===== config.mk =====
export PLATFORM = sky130hd
export DESIGN_NAME = pla_cube_eval
export DESIGN_NICKNAME = d
export VERILOG_FILES = /design/src/rtl/pla_cube_eval.sv
export SDC_FILE = /design/constraint.sdc
export NUM_CORES = 1
export LEC_CHECK = 0
export ABC_AREA = 1
export CAP_MARGIN = 20
export CELL_PAD_IN_SITES_DETAIL_PLACEMENT = 0
export CELL_PAD_IN_SITES_GLOBAL_PLACEMENT = 2
export CORE_UTILIZATION = 36
export CTS_BUF_LIST = sky130_fd_sc_hd__clkbuf_8
export CTS_CLUSTER_SIZE = 28
export DETAILED_ROUTE_END_ITERATION = 7
export PLACE_DENSITY_LB_ADDON = 0.1
export SLEW_MARGIN = 40
export SYNTH_ARGS = -nofsm -noshare
export SYNTH_HDL_FRONTEND = slang
export SYNTH_SLANG_ARGS = --single-unit
export TNS_END_PERCENT = 5

===== constraint.sdc =====
create_clock -name clk -period 1.82 [get_ports clk]
set_input_delay 0.182 -clock clk [delete_from_list [all_inputs] [get_ports clk]]
set_output_delay 0.182 -clock clk [all_outputs]
set_load 0.01 [all_outputs]

===== src/rtl/pla_cube_eval.sv =====
// pla_cube_eval
//   Programmable sum-of-products evaluator. A cube table of N_CUBES entries
//   is written at runtime. Each accepted input vector is checked against one
//   cube per clock. The OR of the output masks of every hit cube is returned
//   as a registered N_OUT-bit result over a valid/ready handshake.
//
//   A cube hits when it is enabled and agrees with x on every care bit:
//      en && ((x ^ val) & care) == 0
//
// Ports
//   clk        rising-edge clock
//   rst        synchronous active-high reset; also aborts an evaluation
//   cfg_we     cube table write strobe (honoured only in IDLE)
//   cfg_addr   cube index to write; indices >= N_CUBES are ignored
//   cfg_data   {en, omask[N_OUT-1:0], care[N_IN-1:0], val[N_IN-1:0]}
//   cfg_ready  table writable (IDLE)
//   in_valid   input vector valid
//   in_ready   vector accepted (IDLE and no table write this cycle)
//   x          input vector
//   out_valid  result valid, held until out_ready
//   out_ready  consumer accepts the result
//   y          result; keeps its last value after the handshake
//
// Optional build macro
//   PLA_EARLY_EXIT_EN  when defined, the scan stops as soon as the
//                      accumulated result is all ones. Latency then varies
//                      from 1 to N_CUBES clocks, and the result is unchanged.
//
// State | meaning
// ------+------------------------------------------------------------
// IDLE  | table writable, waiting for an input vector
// EVAL  | scanning the cube table, one cube per clock
// DONE  | result presented, waiting for out_ready

module pla_cube_eval #(
    parameter int N_IN    = 14,
    parameter int N_OUT   = 1,
    parameter int N_CUBES = 16,
    parameter int AW      = (N_CUBES > 1) ? $clog2(N_CUBES) : 1
) (
    input  logic                  clk,
    input  logic                  rst,
    input  logic                  cfg_we,
    input  logic [AW-1:0]         cfg_addr,
    input  logic [N_OUT+2*N_IN:0] cfg_data,
    output logic                  cfg_ready,
    input  logic                  in_valid,
    output logic                  in_ready,
    input  logic [N_IN-1:0]       x,
    output logic                  out_valid,
    input  logic                  out_ready,
    output logic [N_OUT-1:0]      y
);

    localparam int EW = 1 + N_OUT + 2 * N_IN;

    localparam logic [1:0] ST_IDLE = 2'd0;
    localparam logic [1:0] ST_EVAL = 2'd1;
    localparam logic [1:0] ST_DONE = 2'd2;

    localparam logic [AW-1:0] LAST_IDX = AW'(N_CUBES - 1);

    logic [1:0]       state_q, state_d;
    logic [EW-1:0]    table_q [N_CUBES];
    logic [EW-1:0]    table_d [N_CUBES];
    logic [N_IN-1:0]  x_lat_q, x_lat_d;
    logic [AW-1:0]    idx_q, idx_d;
    logic [N_OUT-1:0] acc_q, acc_d;
    logic [N_OUT-1:0] y_q, y_d;
    logic             out_valid_q, out_valid_d;

    logic [EW-1:0]    cube;
    logic             cube_en;
    logic [N_OUT-1:0] cube_omask;
    logic [N_IN-1:0]  cube_care;
    logic [N_IN-1:0]  cube_val;
    logic             cube_hit;
    logic [N_OUT-1:0] acc_next;
    logic             eval_last;
    logic             eval_done;
    logic [31:0]      addr_ext;
    logic             wr_ok;

    assign cube       = table_q[idx_q];
    assign cube_val   = cube[N_IN-1:0];
    assign cube_care  = cube[2*N_IN-1:N_IN];
    assign cube_omask = cube[2*N_IN+N_OUT-1:2*N_IN];
    assign cube_en    = cube[EW-1];

    assign cube_hit  = cube_en && (((x_lat_q ^ cube_val) & cube_care) == '0);
    assign acc_next  = acc_q | (cube_hit ? cube_omask : '0);
    assign eval_last = (idx_q == LAST_IDX);

`ifdef PLA_EARLY_EXIT_EN
    // Once every output bit is set, no remaining cube can change the result.
    assign eval_done = eval_last || (&acc_next);
`else
    assign eval_done = eval_last;
`endif

    // Compare at 32 bits so that a power-of-two table does not produce a
    // constant comparison.
    assign addr_ext = 32'(cfg_addr);
    assign wr_ok    = addr_ext < 32'(N_CUBES);

    assign cfg_ready = (state_q == ST_IDLE);
    assign in_ready  = (state_q == ST_IDLE) && !cfg_we;
    assign out_valid = out_valid_q;
    assign y         = y_q;

    always_comb begin
        state_d     = state_q;
        table_d     = table_q;
        x_lat_d     = x_lat_q;
        idx_d       = idx_q;
        acc_d       = acc_q;
        y_d         = y_q;
        out_valid_d = out_valid_q;

        case (state_q)
            ST_IDLE: begin
                // A table write takes priority, and the vector waits a cycle.
                if (cfg_we) begin
                    if (wr_ok) begin
                        table_d[cfg_addr] = cfg_data;
                    end
                end else if (in_valid) begin
                    x_lat_d = x;
                    acc_d   = '0;
                    idx_d   = '0;
                    state_d = ST_EVAL;
                end
            end
            ST_EVAL: begin
                acc_d = acc_next;
                if (eval_done) begin
                    y_d         = acc_next;
                    out_valid_d = 1'b1;
                    state_d     = ST_DONE;
                end else begin
                    idx_d = idx_q + 1'b1;
                end
            end
            ST_DONE: begin
                if (out_ready) begin
                    out_valid_d = 1'b0;
                    state_d     = ST_IDLE;
                end
            end
            default: begin
                state_d = ST_IDLE;
            end
        endcase
    end

    always_ff @(posedge clk) begin
        if (rst) begin
            state_q     <= ST_IDLE;
            x_lat_q     <= '0;
            idx_q       <= '0;
            acc_q       <= '0;
            y_q         <= '0;
            out_valid_q <= 1'b0;
            for (int i = 0; i < N_CUBES; i++) begin
                table_q[i] <= '0;
            end
        end else begin
            state_q     <= state_d;
            x_lat_q     <= x_lat_d;
            idx_q       <= idx_d;
            acc_q       <= acc_d;
            y_q         <= y_d;
            out_valid_q <= out_valid_d;
            for (int i = 0; i < N_CUBES; i++) begin
                table_q[i] <= table_d[i];
            end
        end
    end

endmodule


==> run metrics <==
status finished with violations; failing checks negative setup slack; DR vias ~23k; Pre-Repair DR Iteration Count 7; Starting Density a little over a third; Syn. warnings 0; row count 90; H-tree lvl count 3; reg-to-reg slack, setup -0.36 ns; synthesis-stage register bit count between 500 and 600; Core Region 60600 um2; Max Clock Skew between 0.03 and 0.04 ns; Boundary Pins 57; die area roughly 63000 um2; max-cap violations 0; post-synth top area share between 40% and 50%; CP startpoint kind flip-flop; Syn Std Cell Area around 22000 um2; commonest non-fill, non-tap cells in the layout nor2_1 (760), o21ai_0 (519), dfxtp_1 (500), nand2_1 (437), inv_1 (207); Crit path largest cell delay around 0.40 ns; RSZ-0062 raised after global routing true; VDD IR-drop max 0.545 mV; Final Cycle Share 120%; critical path buffer and inverter count 5; CP arrival between 2 and 3 ns; Worst path top cell family by delay simple AND/OR/NAND/NOR gates; Hold Fails Final Rpt 0; synth top area cells dfxtp_1 (45%), nor2_1 (13%), o21ai_0 (12%); CP Class flip-flop to flip-flop; Final GP Congestion 0.879; P_leak between 10 and 15 nW; Sink Count 503; Critical Path Sink y$_SDFFE_PP0P_; Final Critical Period approximately 2.2 ns; pwr/cell area approximately 900 nW/um2; largest net degree at the start of global routing 73; CTS Buf Count 92; layout cell share with drive strength beyond 1 between 10% and 20%; Routed WL per cell approximately 22 um; number of global-route vias before repair 21.7k; Worst R2R End y$_SDFFE_PP0P_; # placed instances just over 4k; cell repeated most along the worst path buf_12; Buffers on Ports 56; CP required ~2.4 ns; worst hold margin ~0.14 ns; Max Clk Rate 460 MHz; clk_lat worst skew about 0.70 ns; Die X-Extent 250 um; crit-path cells buf_12 > buf_12 > buf_12 > buf_12 > nor2_2 > a21oi_2 > o22ai_2 > nor2_4 > nand2_1 > nand2_2 > nor2_1 > nand2_1 > nand2_2 > nand3_2 > nand3_2 > nand2_1 > inv_1; fin nets around 3.5k; synth-to-layout area growth 29.4%; Root Buffer clkbuf_8; max-slew violation count 0; HPWL after DPL 60.1 mm; Antenna Nets Post-Route 0; Via density approximately 5.3; stages on the worst setup path 17; final setup violating endpoints 6; Overflow after GRT 0; Mapped Cells 3284; hold crit path type input port to flip-flop; clock-pin slew on the worst setup and hold paths 0.06 ns; Overall Global Routing Usage 29.6%; Residual DRC 0; Synth area leader dfxtp_1; worst r2r src idx_q[0]$_SDFFE_PP0P_; crit path from idx_q[0]$_SDFFE_PP0P_; wirelength, routed about 94 mm; initial antenna violation count 3; synth unique cells 32; Tightest Pin Transition ~0.65 ns; drt initial violations between 2k and 2.5k; DIE HEIGHT roughly 250 um; syn nets 3338; Post-Layout Cell Count between 4k and 5k; Seq/Total Area, Yosys a little under half; CTS tree built; Max Root-Sink Buffers 3; most common cell after layout, fill and taps aside nor2_1; first-pass GRT wire length 140 mm; crit path max fanout 7; R2R cell count 17; syn avg cell area a little under 7 um2; hold buffer count at cts 0; relative slew slack between 50% and 60%; final worst slack -0.356 ns; CP max-delay cell dfxtp_4; CP Capture Type flip-flop
[worst reg2reg max path: cells and delay by family, from the launching register on]
family / cells / cell delay [ns]
buffers and inverters: 5 / 0.63
DFF: 1 / 0.40
AOI/OAI and AO/OA: 2 / 0.23
and+or+nand+nor: 10 / 0.80
[kinds of logic (layout without fill, tap and decap cells)]
| kind of cell | Yosys count | after routing | synth area share (%) |
|---|---|---|---|
| buffers and inverters | 464 | 739 | 8.74 |
| other | 0 | 4 | 0 |
| DFF | 503 | 503 | 45.4 |
| adders and majority gates | 1 | 1 | 0.0564 |
| and+or+nand+nor | 1505 | 1505 | 27.2 |
| AOI/OAI and AO/OA | 811 | 811 | 18.6 |
[flip-flops by register name, indices dropped and copies added (netlist names)]
name       count
acc_q          1
idx_q          4
out_valid      1
state_q        2
table_q      480
x_lat_q       14
y              1
[Yosys cell counts (all sizes together)]
library cell / count
nor2: 794
o21ai: 566
dfxtp: 503
nand2: 468
a21oi: 216
nand3: 214
inv: 209
clkbuf: 177
buf: 78
nor3: 22
o211ai: 22
nand4: 5
a31oi: 3
o22ai: 3
a211oi: 1
ha: 1
nand3b: 1
nor4: 1
[final cells by class]
type	instances	area (um2)
Fill cell	6111	31900
Multi-Input combinational cell	2317	10700
Sequential cell	503	10100
Timing Repair Buffer	372	4370
Clock buffer	118	1620
Tap cell	782	978
Inverter	209	820
Clock inverter	40	170
Antenna cell	4	10.0
[power by group]
part	switching, mW	internal [mW]	total, mW
Clock	4.98	5.76	10.7
Combinational	2.19	1.48	3.67
Sequential	0.123	11.3	11.4
Total	7.29	18.5	25.8
[how the worst min path moves through the flow]
stage | slack [ns] | startpoint | cells past startpoint | endpoint
after floorplan | 0.25 | rst | 1 | out_valid$_SDFFE_PP0P_
final | 0.14 | x[9] | 3 | x_lat_q[9]$_SDFFE_PP0P_
after global placement | 0.43 | table_q[52]$_SDFFE_PP0P_ | 2 | table_q[52]$_SDFFE_PP0P_
after detailed placement | 0.44 | table_q[175]$_SDFFE_PP0P_ | 2 | table_q[175]$_SDFFE_PP0P_
after global routing | 0.16 | x[1] | 3 | x_lat_q[1]$_SDFFE_PP0P_
after CTS | 0.10 | x[6] | 3 | x_lat_q[6]$_SDFFE_PP0P_
[stage by stage]
step	utilization, %	TNS [ns]	setup slack (ns)	area, um2	total power, mW
after floorplan	-	0	0.125	22200	13.1
after detailed placement	42.2	-130.42	-0.652	25500	14.7
final	47.4	-1.11	-0.356	28700	25.8
after global routing	47.4	-1.61	-0.417	28700	26.8
after global placement	42.2	-126.17	-0.650	25500	14.7
after CTS	46.7	-0.741	-0.354	28300	25.9
[per-layer routing]
layer,track usage (%),vias to the layer above,share of wire [%]
met3,4.62,160,6.5
met1,40.0,10886,45
li1,-,11038,-
met5,0,-,0
met4,9.64,0,3.1
met2,48.2,851,46
[timing repair]
| item | 4_1_cts | 5_1_grt |
|---|---|---|
| gates cloned | 10 | 1 |
| pin swaps | 30 | 54 |
| setup endpoints to repair | 214 | 83 |
| buffers inserted | 32 | 11 |
| gates resized for setup | 109 | 96 |
No activity file was read; power rests on OpenSTA's default activity.
